File: src/rtl/pad_config_loader.sv
// rtl/pad_config_loader.sv - serial shadow-chain loader driving the half-padframe configuration
module pad_config_loader #(
    parameter int                NPADS   = 46,
    parameter int                CFG_W   = 8,
    parameter logic [CFG_W-1:0]  DEF_CFG = 8'h0A
) (
    input  logic             clk,
    input  logic             reset,
    input  logic             cfg_start,
    input  logic             cfg_valid,
    input  logic             cfg_sdi,
    output logic             cfg_ready,
    output logic             cfg_busy,
    output logic             cfg_done,
    output logic             cfg_sdo,
    input  logic [NPADS-1:0] core_A,
    input  logic [NPADS-1:0] core_OE,
    output logic [NPADS-1:0] core_Y,
    output logic [NPADS-1:0] bidir_CS,
    output logic [NPADS-1:0] bidir_SL,
    output logic [NPADS-1:0] bidir_IE,
    output logic [NPADS-1:0] bidir_PU,
    output logic [NPADS-1:0] bidir_PD,
    output logic [NPADS-1:0] bidir_PDRV0,
    output logic [NPADS-1:0] bidir_PDRV1,
    output logic [NPADS-1:0] bidir_A,
    output logic [NPADS-1:0] bidir_OE,
    input  logic [NPADS-1:0] bidir_Y
);

    localparam int TOTAL = NPADS * CFG_W;
    localparam int CNT_W = $clog2(TOTAL + 1);
    localparam logic [CNT_W-1:0] LAST_BIT = CNT_W'(TOTAL - 1);

    typedef enum logic [1:0] {
        IDLE  = 2'd0,
        SHIFT = 2'd1,
        APPLY = 2'd2
    } state_t;

    state_t             state;
    state_t             state_next;
    logic [CNT_W-1:0]   count;
    logic [TOTAL-1:0]   chain;
    logic [TOTAL-1:0]   active;
    logic               done_q;

    // A start in SHIFT takes priority over the bit offered in the same cycle.
    always_comb begin
        state_next = state;
        case (state)
            IDLE:    if (cfg_start) state_next = SHIFT;
            SHIFT:   if (!cfg_start && cfg_valid && count == LAST_BIT) state_next = APPLY;
            APPLY:   state_next = IDLE;
            default: state_next = IDLE;
        endcase
    end

    always_ff @(posedge clk) begin
        if (reset) begin
            state  <= IDLE;
            count  <= '0;
            chain  <= '0;
            active <= {NPADS{DEF_CFG}};
            done_q <= 1'b0;
        end else begin
            state  <= state_next;
            done_q <= (state == APPLY);
            case (state)
                IDLE: begin
                    if (cfg_start) count <= '0;
                end
                SHIFT: begin
                    if (cfg_start) begin
                        count <= '0;
                    end else if (cfg_valid) begin
                        chain <= {chain[TOTAL-2:0], cfg_sdi};
                        count <= count + CNT_W'(1);
                    end
                end
                APPLY: begin
                    active <= chain;
                end
                default: ;
            endcase
        end
    end

    assign cfg_ready = (state == SHIFT);
    assign cfg_busy  = (state != IDLE);
    assign cfg_done  = done_q;
    assign cfg_sdo   = chain[TOTAL-1];

    assign bidir_A = core_A;
    assign core_Y  = bidir_Y;

    // Word map: [7]PDRV1 [6]PDRV0 [5]SL [4]CS [3]PD [2]PU [1]IE [0]OEN
    for (genvar p = 0; p < NPADS; p++) begin : g_pad
        localparam int B = p * CFG_W;
        assign bidir_OE[p]    = core_OE[p] & active[B + 0];
        assign bidir_IE[p]    = active[B + 1];
        assign bidir_PU[p]    = active[B + 2];
        assign bidir_PD[p]    = active[B + 3];
        assign bidir_CS[p]    = active[B + 4];
        assign bidir_SL[p]    = active[B + 5];
        assign bidir_PDRV0[p] = active[B + 6];
        assign bidir_PDRV1[p] = active[B + 7];
    end

endmodule

File: config.mk
export PLATFORM = sky130hd
export DESIGN_NAME = pad_config_loader
export DESIGN_NICKNAME = d
export VERILOG_FILES = /design/src/rtl/pad_config_loader.sv
export SDC_FILE = /design/constraint.sdc
export NUM_CORES = 2
export LEC_CHECK = 0
export CAP_MARGIN = 20
export CORE_MARGIN = 4
export CORE_UTILIZATION = 48
export CTS_BUF_LIST = sky130_fd_sc_hd__clkbuf_2
export DETAILED_ROUTE_END_ITERATION = 8
export GPL_TIMING_DRIVEN = 0
export PLACE_DENSITY_LB_ADDON = 0.05
export SYNTH_ARGS = -nofsm -noshare
export SYNTH_HDL_FRONTEND = slang
export SYNTH_SLANG_ARGS = --single-unit
export TNS_END_PERCENT = 100
File: constraint.sdc
create_clock -name clk -period 1.6 [get_ports clk]
set_clock_uncertainty 0.15 [all_clocks]
set_input_delay 0.4 -clock clk [delete_from_list [all_inputs] [get_ports clk]]
set_output_delay 0.4 -clock clk [all_outputs]
set_load 0.02 [all_outputs]
* Yosys cells after proc, flatten, opt, wreduce, memory -nomap -nowiden
Index checks and enable logic that the tools add are counted.
Word-level totals: register bits 748, input port bits 143, output and inout bits 464, logic and storage cells 75
Cells by class: $add $sub $neg 1, eq/ne operators 6, muxes and demuxes 7, bitwise logic cells 47, reductions and logical operators 9
Operators with widths (count):
- AND 1 bit | 46
- 2-to-1 mux 9 bit | 3
- case mux 9 bit (2 select lines) | 1
- adder 9 x 1 -> 9 bit, second input constant | 1
- equality test 9 bit, second input constant | 1
- AND reduction 3 bit | 2
- 2-to-1 mux 2 bit | 2
- case mux 2 bit (2 select lines) | 1
- nonzero test 2 bit | 2
- != test 3 bit, second input constant | 1
- equality test 2 x 1 -> 1 bit, second input constant | 1
- equality test 2 bit, second input constant | 1
- logical AND 1 bit | 2
- logical NOT 2 bit | 1
- != test 2 x 1 -> 1 bit, second input constant | 1
- != test 2 bit, second input constant | 1
- AND reduction 2 bit | 1
- logical NOT 1 bit | 1
- NOT 1 bit | 1

* Logic depth before layout (Yosys ltp)
depth in word-level cells 5, depth in mapped cells 7, depth with buffers taken out 4

* Least setup slack after synthesis
No wires, ideal clock.
path kind register to register, from register count[0], to register count[8], library setup time 0.074 ns, arrival time 1.372 ns, required time 1.376 ns, setup slack 0.004 ns, stages on the path, launching flop included 5, path buffers 0, period minus slack after synthesis 1.596 ns, cells stage by stage dfxtp_1 -> ha_1 -> nand4_1 -> or4_1 -> a31oi_1
On the way: longest elaborated chain between the ends 4
RTL lines:
- start, declared | line 43 | logic [CNT_W-1:0] count;
- start signal, assigned | line 78 | count <= count + CNT_W'(1);
- adder 9 x 1 -> 9 bit | line 78
- 2-to-1 mux 9 bit | line 76 | end else if (cfg_valid) begin
- 2-to-1 mux 9 bit | line 74 | if (cfg_start) begin
- case mux 9 bit (2 select lines) | line 69 | case (state)
No other way between the ends. The select of a mux whose other input is x is not followed. A chain may end at the register's enable or synchronous reset.

* Worst setup path in the final report
from register state[1], to output cfg_busy
On the way: longest elaborated chain between the ends 1
RTL lines:
- start, declared | line 41 | state_t state;
- start signal, assigned | line 67 | state <= state_next;
- nonzero test 2 bit | line 90 | assign cfg_busy = (state != IDLE);
- end, declared | line 13 | output logic cfg_busy,
No other way between the ends.

==> impl_metrics.yaml <==
critical_path:
  criticalPathCategory: "flop to output pin"
  critPathRequiredTime_ps: 1050
  rr_endpoint: "chain[196]"
  startpoint: "state[1]"
  start_kind: "flop"
  cp-endpoint: "cfg_busy"
  crit_arrival_ps: 2140
  reg2reg_from: "state[1]"
  end_kind: "output pin"
  crit_path_max_fanout: 3
  r2r_slack_ps: -280
  reg2reg_depth: 8
routing:
  route.detailed.drc: 0
  top_layer: "met4"
  drt-met1-wl_um: 36000
  wl_um: 84500
  routed-wl-met3_um: 5150
  dr.pass1.iters: 5
  vias_per_cell: 4.87
  num_vias: 26200
  met2_length_um: 41500
  drt-wirelength-per-cell_um: 15.7
  antenna_left: 0
  first_iter_violations: 1208
power_and_ir_drop:
  switching_power_w: 0.00835
  p_int_w: 0.0240
  comb_power_share: 0.050
  vdd_drop_max_v: 0.000655
  clkPwrFrac: 0.376
  p_per_area_nw_per_um2: 776
  switching_share: 0.258
  seqPwrFrac: 0.574
  leakage_nw: 16.7
timing:
  rsz0062_at_grt: "true"
  hold_viol_final: 0
  period_share: 1.68
  finalSetupViolCount: 1206
  slew_violations: 0
  setup_ws_ps: -1090
  max-slew-margin-rel: 0.367
  period_minus_slack_ps: 2690
  tightest_slew_ps: 950
  fmax_ghz: 0.372
synthesis:
  yosysSeqAreaShare: 0.505
  synthCells: 3725
  post_synth.cell_area_avg_um2: 7.96
  synth_top_area_share: 0.505
  ys_ff_latch: 748
  synth_nets: 3869
  synth_area_leader_cell: "dfxtp_1"
  netlist_area_um2: 29600
  synth_area_leaders: "dfxtp_1 (51%), nand2_1 (19%), buf_4 (11%)"
  synth.distinct_cells: 35
  yosys_warnings: 0
finish:
  fin_cells: 5392
  final_common_cell: "nand2_1"
  fin_nets: 4633
  n_fill_cell: 5175
  syn2layout_area_growth_pct: 40.9
  post-route-cell-area_um2: 41800
  drive_above_1_share: 0.402
  post-route-util: 0.688
  layout_common_cells: "nand2_1 (1408), buf_6 (707), a21oi_1 (578)"
run_status:
  outcome: "finished, violations left"
  violations: "negative setup slack"
floorplanning:
  rows: 90
  dieArea_um2: 65800
  start_util: 0.488
  core_um2: 60700
  dieHeight_um: 257
  io_pins: 607
  die_x_um: 257
cts:
  clk_latency_ps: 1330
  cts_root_buf: "clkbuf_2"
  htreeDepth: 4
  cts_buffers: 187
  path_clk_slew_ps: 100
  cts_max_path_buffers: 3
  cts_tree: "built"
  cts_sinks: 748
placement:
  placed_cells: 5020
  post_dp_cell_area_um2: 35800
  gp_congestion: 0.816
  dp_hpwl_um: 56500
  portBuffers: 513
global_route:
  antenna_found_initial: 3
  grt_max_degree: 17
  track_usage: 0.239
  grt_pass1_wl_um: 129000
  first_global_vias: 25200
  grt_overflow: 0
worst_hold_path:
  min_path_type: "input port to flop"
flow_run:
  maxCapViolCount: 0
[power by group through the flow]
stage | sequential [W] | combinational [W] | clock, W
final | 0.0186 | 0.00162 | 0.0122
after global routing | 0.0186 | 0.00173 | 0.0135
after CTS | 0.0186 | 0.00150 | 0.0125
after detailed placement | 0.0190 | 0.00146 | 0
after global placement | 0.0190 | 0.00146 | 0
after floorplan | 0.0190 | 0.000863 | 0
[cell families after synthesis]
family / Yosys count / share of synthesized area
buffers and inverters: 666 / 0.154
adder cells (fa/ha/maj): 1 / 0.000422
AO/OA/AOI/OAI: 667 / 0.114
AND/OR/NAND/NOR: 1643 / 0.227
flip-flops: 748 / 0.505
[critical path: stages, from the launching register on]
cell and delay, ps:
dfxtp_2 330, buf_6 120, or2_4 220, buf_6 130
[synthesized netlist by cell type]
cell type and number:
a2111oi_0 1, a211oi_1 1, a21oi_1 648, a311oi_1 4, a31oi_1 3, a41oi_1 1
and2_1 46, and3_1 1, and4b_1 1, and4bb_2 1, buf_1 1, buf_2 93
buf_4 440, buf_6 39, clkbuf_1 91, clkbuf_2 1, dfxtp_1 748, ha_1 1
inv_1 1, nand2_1 1477, nand2b_1 2, nand3_1 4, nand3b_1 92, nand4_1 3
nand4bb_1 1, nand4bb_4 1, nor2_1 5, nor2b_1 2, nor3b_1 2, nor4_1 1
o211ai_1 3, o21ai_0 5, o31a_1 1, or2_2 1, or4_1 3
[timing repair]
action | in CTS | in global routing
buffers inserted | 12 | 24
hold buffers | 8 | 0
endpoints found under the setup margin | 1199 | 1210
endpoints found under the hold margin | 67 | 0
cloned | 5 | 30
pin swaps | 2 | 24
resized for setup | 3060 | 269
[registers in the layout (all words and copies together) (netlist names)]
name and cells:
cfg_done 1, state 2, count 9, active 368, chain 368
[through the flow]
step	TNS (ps)	worst slack (ps)	hold WS [ps]	total power [W]
2_1_floorplan	0	3.51	282	0.0199
3_3_place_gp	-658610	-1060	290	0.0205
3_5_place_dp	-672450	-1100	295	0.0205
4_1_cts	-546190	-1280	56.2	0.0326
5_1_grt	-539610	-1260	159	0.0338
6_report	-423860	-1090	238	0.0324
[routing by layer]
metal / GRT usage / vias up
met5: 0 / -
met4: 0.0855 / 0
met3: 0.0573 / 118
met2: 0.402 / 731
met1: 0.300 / 12300
li1: - / 13100
[final cells by class]
class / instances / area [um2] / share of cell area
Antenna cell: 4 / 10.0 / 0.000240
Inverter: 1 / 3.75 / 0.0000899
Multi-Input combinational cell: 2311 / 10800 / 0.259
Timing Repair Buffer: 590 / 6960 / 0.167
Clock inverter: 24 / 120 / 0.00288
Tap cell: 782 / 978 / 0.0234
Clock buffer: 282 / 1410 / 0.0338
Sequential cell: 748 / 15500 / 0.370
Buffer: 650 / 6010 / 0.144
[worst min path at each step]
stage	startpoint	end	slack (ps)	depth (start not counted)
final	reset	active[35]	240	4
after global routing	cfg_start	state[0]	160	4
after CTS	reset	active[49]	60	4
after detailed placement	active[272]	active[272]	290	2
after global placement	active[272]	active[272]	290	2
after floorplan	active[0]	active[0]	280	2
Note: power is estimated with default switching activity, not from simulation.
